--- config.mk ---
export PLATFORM = sky130hd
export DESIGN_NAME = bcd_serial_adder_ctrl
export DESIGN_NICKNAME = d
export VERILOG_FILES = /design/src/rtl/bcd_serial_adder_ctrl.sv
export SDC_FILE = /design/constraint.sdc
export NUM_CORES = 1
export LEC_CHECK = 0
export ABC_AREA = 1
export CORE_ASPECT_RATIO = 1.4
export CORE_UTILIZATION = 30
export CTS_CLUSTER_DIAMETER = 150
export DETAILED_ROUTE_END_ITERATION = 10
export PLACE_DENSITY_LB_ADDON = 0.08
export RECOVER_POWER = 50
export SETUP_SLACK_MARGIN = 0.05
export SYNTH_ARGS = -nofsm -noshare
export SYNTH_HDL_FRONTEND = slang
export SYNTH_SLANG_ARGS = --single-unit
--- constraint.sdc ---
create_clock -name Clk -period 2.7 [get_ports Clk]
set_clock_uncertainty 0.2 [all_clocks]
set_input_delay 0.54 -clock Clk [delete_from_list [all_inputs] [get_ports Clk]]
set_output_delay 0.54 -clock Clk [all_outputs]
set_load 0.1 [all_outputs]
--- src/rtl/bcd_serial_adder_ctrl.sv ---
// ============================================================================
// Module   : bcd_serial_adder_ctrl
// Brief    : Digit-serial packed-BCD adder sequencer. Optional BCD_SUB_EN adds
//            ten's-complement subtraction (Sub/Borrow ports).
// Revision : 1.0  initial release
// ============================================================================
`default_nettype none

module bcd_serial_adder_ctrl #(
  parameter int DIGITS = 4
) (
  input  logic                  Clk,
  input  logic                  Reset,
  input  logic                  Start,
  input  logic [4*DIGITS-1:0]   A,
  input  logic [4*DIGITS-1:0]   B,
`ifdef BCD_SUB_EN
  input  logic                  Sub,
  output logic                  Borrow,
`endif
  output logic [4*DIGITS+3:0]   Sum,
  output logic                  Busy,
  output logic                  Done,
  output logic                  Invalid
);

  localparam int OPW   = 4 * DIGITS;
  localparam int SUMW  = OPW + 4;
  localparam int IDX_W = (DIGITS > 1) ? $clog2(DIGITS) : 1;
  localparam logic [IDX_W-1:0] LAST_IDX = IDX_W'(DIGITS - 1);

  typedef enum logic [1:0] {
    IDLE = 2'd0,
    ADD  = 2'd1,
    DONE = 2'd2
  } state_t;

  state_t            state_q, state_d;
  logic [OPW-1:0]    a_q, a_d, b_q, b_d;
  logic              carry_q, carry_d;
  logic [IDX_W-1:0]  idx_q, idx_d;
  logic [SUMW-1:0]   sum_q, sum_d;
  logic              invalid_q, invalid_d;

  logic              req_sub;  // subtract request at the Start edge
  logic              op_sub;   // subtract flag of the operation in flight
  logic [3:0]        b_dig;
  logic [4:0]        t;
  logic              carry_out;
  logic [3:0]        digit;

`ifdef BCD_SUB_EN
  logic              sub_q, sub_d, borrow_q, borrow_d;
  assign req_sub = Sub;
  assign op_sub  = sub_q;
  assign Borrow  = borrow_q;
`else
  assign req_sub = 1'b0;
  assign op_sub  = 1'b0;
`endif

  function automatic logic has_bad_digit(input logic [OPW-1:0] v);
    has_bad_digit = 1'b0;
    for (int i = 0; i < DIGITS; i++) begin
      if (v[4*i +: 4] > 4'd9) has_bad_digit = 1'b1;
    end
  endfunction

  always_comb begin
    state_d   = state_q;
    a_d       = a_q;
    b_d       = b_q;
    carry_d   = carry_q;
    idx_d     = idx_q;
    sum_d     = sum_q;
    invalid_d = invalid_q;
`ifdef BCD_SUB_EN
    sub_d     = sub_q;
    borrow_d  = borrow_q;
`endif

    // Nine's complement wraps to 4 bits for non-BCD b digits.
    b_dig     = op_sub ? (4'd9 - b_q[3:0]) : b_q[3:0];
    t         = {1'b0, a_q[3:0]} + {1'b0, b_dig} + {4'b0000, carry_q};
    carry_out = (t > 5'd9);
    digit     = carry_out ? (t[3:0] + 4'd6) : t[3:0];

    case (state_q)
      IDLE: begin
        if (Start) begin
          a_d       = A;
          b_d       = B;
          carry_d   = req_sub;
          idx_d     = '0;
          sum_d     = '0;
          invalid_d = has_bad_digit(A) | has_bad_digit(B);
`ifdef BCD_SUB_EN
          sub_d     = Sub;
          borrow_d  = 1'b0;
`endif
          state_d   = ADD;
        end
      end
      ADD: begin
        a_d                      = a_q >> 4;
        b_d                      = b_q >> 4;
        sum_d[int'(idx_q)*4 +: 4] = digit;
        carry_d                  = carry_out;
        idx_d                    = idx_q + 1'b1;
        if (idx_q == LAST_IDX) begin
          sum_d[SUMW-1 -: 4] = {3'b000, carry_out & ~op_sub};
`ifdef BCD_SUB_EN
          borrow_d           = sub_q & ~carry_out;
`endif
          idx_d              = '0;
          state_d            = DONE;
        end
      end
      DONE: begin
        state_d = IDLE;
      end
      default: begin
        state_d = IDLE;
      end
    endcase
  end

  always_ff @(posedge Clk) begin
    if (Reset) begin
      state_q   <= IDLE;
      a_q       <= '0;
      b_q       <= '0;
      carry_q   <= 1'b0;
      idx_q     <= '0;
      sum_q     <= '0;
      invalid_q <= 1'b0;
`ifdef BCD_SUB_EN
      sub_q     <= 1'b0;
      borrow_q  <= 1'b0;
`endif
    end else begin
      state_q   <= state_d;
      a_q       <= a_d;
      b_q       <= b_d;
      carry_q   <= carry_d;
      idx_q     <= idx_d;
      sum_q     <= sum_d;
      invalid_q <= invalid_d;
`ifdef BCD_SUB_EN
      sub_q     <= sub_d;
      borrow_q  <= borrow_d;
`endif
    end
  end

  assign Sum     = sum_q;
  assign Busy    = (state_q != IDLE);
  assign Done    = (state_q == DONE);
  assign Invalid = invalid_q;

endmodule

`default_nettype wire

======== Word level (Yosys, flattened, before mapping) ========
Index checks and enable logic that the tools add are counted.
operators by class
  bitwise logic cells ..................... 1
  $add $sub $neg .......................... 5
  equal/unequal tests ..................... 5
  mux-type cells .......................... 29
  $lt $le $gt $ge ......................... 9
  reduce and logical (&&, ||, !) cells .... 6
  shift operators ......................... 2
operator list
  kind                                                   number
  one-hot mux 16 bit (2 select lines)                    2
  one-hot mux 20 bit (2 select lines)                    1
  negation 4 -> 33 bit                                   1
  variable shift 4 x 33 -> 20 bit, first input constant  1
  indexed part select 4 x 33 -> 20 bit                   1
  > comparator 4 bit, second input constant              8
  two-way mux 16 bit                                     2
  bitwise mux 20 bit                                     1
  two-way mux 20 bit                                     1
  two-way mux 1 bit                                      13
  two-way mux 2 bit                                      4
  two-way mux 4 bit                                      2
  one-hot mux 2 bit (2 select lines)                     2
  AND reduction 2 bit                                    3
  adder 4 x 4 -> 5 bit                                   1
  adder 5 x 1 -> 5 bit                                   1
  > comparator 5 x 4 -> 1 bit, second input constant     1
  adder 4 x 3 -> 4 bit, second input constant            1
  equality test 2 bit, second input constant             2
  inequality test 2 bit, second input constant           2
  nonzero test 2 bit                                     2
  adder 2 x 1 -> 2 bit, second input constant            1
  equality test 2 x 1 -> 1 bit, second input constant    1
  zero test 2 bit                                        1
  2 further kinds                                        2
word-level totals
  register bits ........................... 58
  output and inout port bits .............. 23
  logic and storage cells ................. 64

======== Logic depth before layout (Yosys ltp) ========
  word-level depth ........................ 8
  gate-level depth with buffers ........... 16
  mapped depth without buffers ............ 16

======== Least setup slack after synthesis ========
Ideal clock, no wire load.
  path type ............................... reg2reg
  start point ............................. register a_q[0]
  end point ............................... register sum_q[7] (netlist: Sum[7])
  arrival ................................. 2.210 ns
  stages on the path, launching flop included .. 15
  path slack .............................. 0.163 ns
  cell sequence ........................... dfxtp_1 > fa_1 > fa_1 > inv_1 > ha_1 > inv_1 > nor2_1 > a21oi_2 > nand2_2 > nand2_4 > nand2_2 > nand4_1 > nor2_1 > nor2_1 > nor2_1
on the way
  word-level cells in the longest chain between the ends .. 7
  elaborated cells between the ends (all ways) .. 8
  classes of those cells .................. 3 x add/sub; 1 x order compare; 1 x shift; 3 x mux
RTL lines
  element                                                                     line    text
  from (decl)                                                                 39      logic [OPW-1:0] a_q, a_d, b_q, b_d;
  from (signal assigned)                                                      131     a_q <= '0;
  from (signal assigned)                                                      143     a_q <= a_d;
  adder 4 x 4 -> 5 bit *                                                      84      t = {1'b0, a_q[3:0]} + {1'b0, b_dig} + {4'b0000, carry_q};
  adder 5 x 1 -> 5 bit *                                                      84
  adder 4 x 3 -> 4 bit / > comparator 5 x 4 -> 1 bit (equally long branches)  86, 85
  two-way mux 4 bit *                                                         86      digit = carry_out ? (t[3:0] + 4'd6) : t[3:0];
  indexed part select 4 x 33 -> 20 bit *                                      107     sum_d[int'(idx_q)*4 +: 4] = digit;
  bitwise mux 20 bit *                                                        107
  one-hot mux 20 bit (2 select lines) *                                       88      case (state_q)
  to (signal assigned)                                                        147     sum_q <= sum_d;
  to (decl)                                                                   42      logic [SUMW-1:0] sum_q, sum_d;
Every way passes the cells marked *; elsewhere a longest branch is shown, timed or not.
A chain may end at the register's enable or synchronous reset.

======== Worst setup path in the final report ========
  start point ............................. register a_q[0]
  end point ............................... register sum_q[15] (netlist: Sum[15])
Same word-level chain as after synthesis.

==> results_dict.tcl <==
set metrics [dict create \
    synth_edf_count 0 \
    clkLatencyLatePin_ns 0.32 \
    ant_nets 0 \
    die-area_sq_mm 0.009760 \
    grt-ovfl-total 0 \
    power_density_mw_per_mm2 727.8 \
    first_pass_iters 4 \
    vias 2747 \
    min_period_ns 2.584 \
    post-route-drc-count 0 \
    port_buffers 57 \
    stdcell_area_sq_mm 0.003691 \
    yosysTopAreaCellShare 0.4134 \
    avgRoutedWirePerCell_microns 13.93 \
    fp.dieH_microns 116.5 \
    antenna_cells 0 \
    grt_pass1_wl_microns 12820 \
    worstPathMaxFanout 5 \
    required_ns 2.71 \
    syn2layout_area_growth_pct 31.40 \
    globalplace.congestion 0.7537 \
    power_frac_seq 0.355 \
    max_freq_ghz 0.3871 \
    clockBufferDepth 2 \
    antenna_found_initial 0 \
    report.final.setup_viol 0 \
    hpwl_microns 5699 \
    worst-endpoint-arrival_ns 2.59 \
    groute.usage.overall 0.1702 \
    cts_tree "yes" \
    pwr-share-clk 0.409 \
    timing.rr.end "Sum[15]" \
    postRouteWirelength_microns 7760 \
    cts_buffers 9 \
    p_leak_nw 1.424 \
    instances_no_fill 557 \
    rr_startpoint "a_q[0]" \
    fin_crit_sh 0.9569 \
    path_class "reg2reg" \
    r2r_setup_slack_ns 0.12 \
    maxSlewHeadroom 0.2111 \
    coreArea_sq_mm 0.009029 \
    clock_sinks 58 \
    final_nets 491 \
    placed_area_sq_mm 0.003428 \
    critPathCaptureType "flip-flop" \
    final_layout_size_suffix_gt1_frac 0.1311 \
    yosysTopAreaCell "dfxtp_1" \
    die_w_microns 83.78 \
    grt_pass1_vias 2676 \
    p_int_w 0.001878 \
    synthesis.nets 428 \
    sw_frac_of_total 0.3010 \
    hold_viol 0 \
    ios 58 \
    yosysWarnings 0 \
    synth_cells 383 \
    p_switching_w 0.0008086 \
    root_buffer "clkbuf_16" \
    combPwrFrac 0.236 \
    fp-row-count 41 \
    holdPathEnd "Sum[4]" \
    reg2reg_depth 14 \
    min_path_cells 2 \
    drt_iter0_markers 60 \
    grt_max_degree 48 \
    drv_slew 0 \
    start_util 0.3111 \
    vias_per_cell 4.932 \
    hp-class "reg2reg" \
    critPathLaunchType "flip-flop" \
    crit_start "a_q[0]" \
    synth_cell_types 31 \
    dp_cells 535 \
    syn-cell-area_sq_mm 0.002809 \
    synth-async-reset-ratio 0 \
    seq_area_frac_synth 0.4134 \
    syn_avg_cell_area_sq_um 7.334 \
    synthFlopType "dfxtp_1" \
    clk_pin_slew_ns 0.05 \
    worst_slew_pin_slew_ns 1.188 \
    cts-hold-fix-buffers 0 \
    ys_ff_latch 58 \
    rsz0062_at_grt "true" \
    hold_slack_ns 0.2579 \
    ctsHtreeMaxLevel 3 \
    vdd_drop_max_uv 377.8 \
    synth_area_leaders "dfxtp_1, nand2_1, o21ai_0" \
    min_from "Sum[4]" \
    maxCapViolations 0 \
    run_status "complete, no violations" \
]
-- area by class of cell --
cell class              instances  area [sq um]
repair buffers                 70         526.8
multi-input cells             273          1454
well taps                     107         133.9
inverters                      34         127.6
fillers                       996          5338
clock buffers                  12         246.5
flip-flops and latches         58          1162
clock inverters                 3         40.04
-- registers in the layout (all words and copies together) (netlist names) --
register,flops
idx_q,2
b_q,16
state_q,2
a_q,16
Invalid,1
carry_q,1
Sum,20
-- synth_stat cells, types with 3 or more instances --
library cell / n
clkinv_1: 3
nand3_1: 8
nand4_1: 11
nand2_1: 104
nor2_2: 4
nand2_2: 8
a21oi_1: 28
o21ai_0: 33
nor2_1: 23
nor3_1: 3
ha_1: 8
clkbuf_1: 8
dfxtp_1: 58
buf_2: 8
nand2_4: 3
inv_1: 29
a31oi_1: 24
-- logic make-up (layout without fill, tap and decap cells) --
logic type / count (synthesis) / after routing / share of synthesized area
compound gates: 92 / 92 / 0.1853
fa+ha+maj: 10 / 10 / 0.04989
buf+inv: 52 / 119 / 0.07572
flops: 58 / 58 / 0.4134
simple gates: 171 / 171 / 0.2757
-- worst max-delay path, stage by stage, from the launching register on --
cell and delay, ns:
dfxtp_2 0.32, fa_2 0.40, fa_2 0.55, inv_2 0.06, ha_4 0.16, inv_2 0.06
nor2_2 0.03, a21oi_2 0.11, nand2_2 0.09, nand2_4 0.10, nand2_4 0.07, nand4_1 0.09
nor2_1 0.06, nor2_1 0.10, nor2_1 0.05
-- per-layer routing --
layer  part of all wire  GRT usage
met5                  0          0
met4              0.024    0.07910
met3              0.044    0.03746
met2               0.52     0.3111
met1               0.41     0.1886
-- stage by stage --
| stage | util | worst slack, ns | setup TNS, ns | power, W |
|---|---|---|---|---|
| floorplan | - | 0.1626 | 0 | 0.001373 |
| detailed placement | 0.3797 | -0.01861 | -0.05677 | 0.001550 |
| global route | 0.4088 | -0.04636 | -0.05962 | 0.002830 |
| finish | 0.4088 | 0.1164 | 0 | 0.002686 |
| global placement | 0.3797 | 0.03573 | 0 | 0.001544 |
| CTS | 0.4145 | 0.04684 | 0 | 0.002685 |
-- repair_timing --
action,4_1_cts,5_1_grt
pin swaps,3,8
setup endpoints to repair,14,16
setup buffers,3,4
gates resized for setup,2,8
-- how the worst max path moves through the flow --
stage	to	slack [ns]	cells past startpoint
after CTS	Sum[19]	0.05	14
after detailed placement	Sum[19]	-0.02	14
after global placement	Sum[7]	0.04	14
after global routing	Sum[15]	-0.05	14
final	Sum[15]	0.12	14
after floorplan	Sum[7]	0.16	14
-- layout by cell type (no fill, tap or decap), drive strengths merged --
cell           synthesis  routed
fa                     2       2
nor3                   5       5
buf                   10      13
o21a                   1       1
nand4                 11      11
bufinv                 0       1
ha                     8       8
a211oi                 1       1
a41oi                  1       1
a21oi                 30      30
inv                   31      31
nand3                 10      10
nand2                115     115
o21ai                 34      34
dfxtp                 58      58
and2                   1       1
nor2                  28      28
clkdlybuf4s50          0      33
clkinv                 3       5
clkbuf                 8      35
dlygate4sd3            0       1
a221oi                 1       1
a31oi                 24      24
nand3b                 1       1
-- power by group through the flow --
stage               clock network [W]  logic (W)  registers, W
finish                        0.00110   0.000634      0.000954
global route                  0.00117   0.000701      0.000961
CTS                           0.00113   0.000600      0.000953
detailed placement                  0   0.000580      0.000970
global placement                    0   0.000575      0.000969
floorplan                           0   0.000364       0.00101
Note: power is estimated with default switching activity, not from simulation.
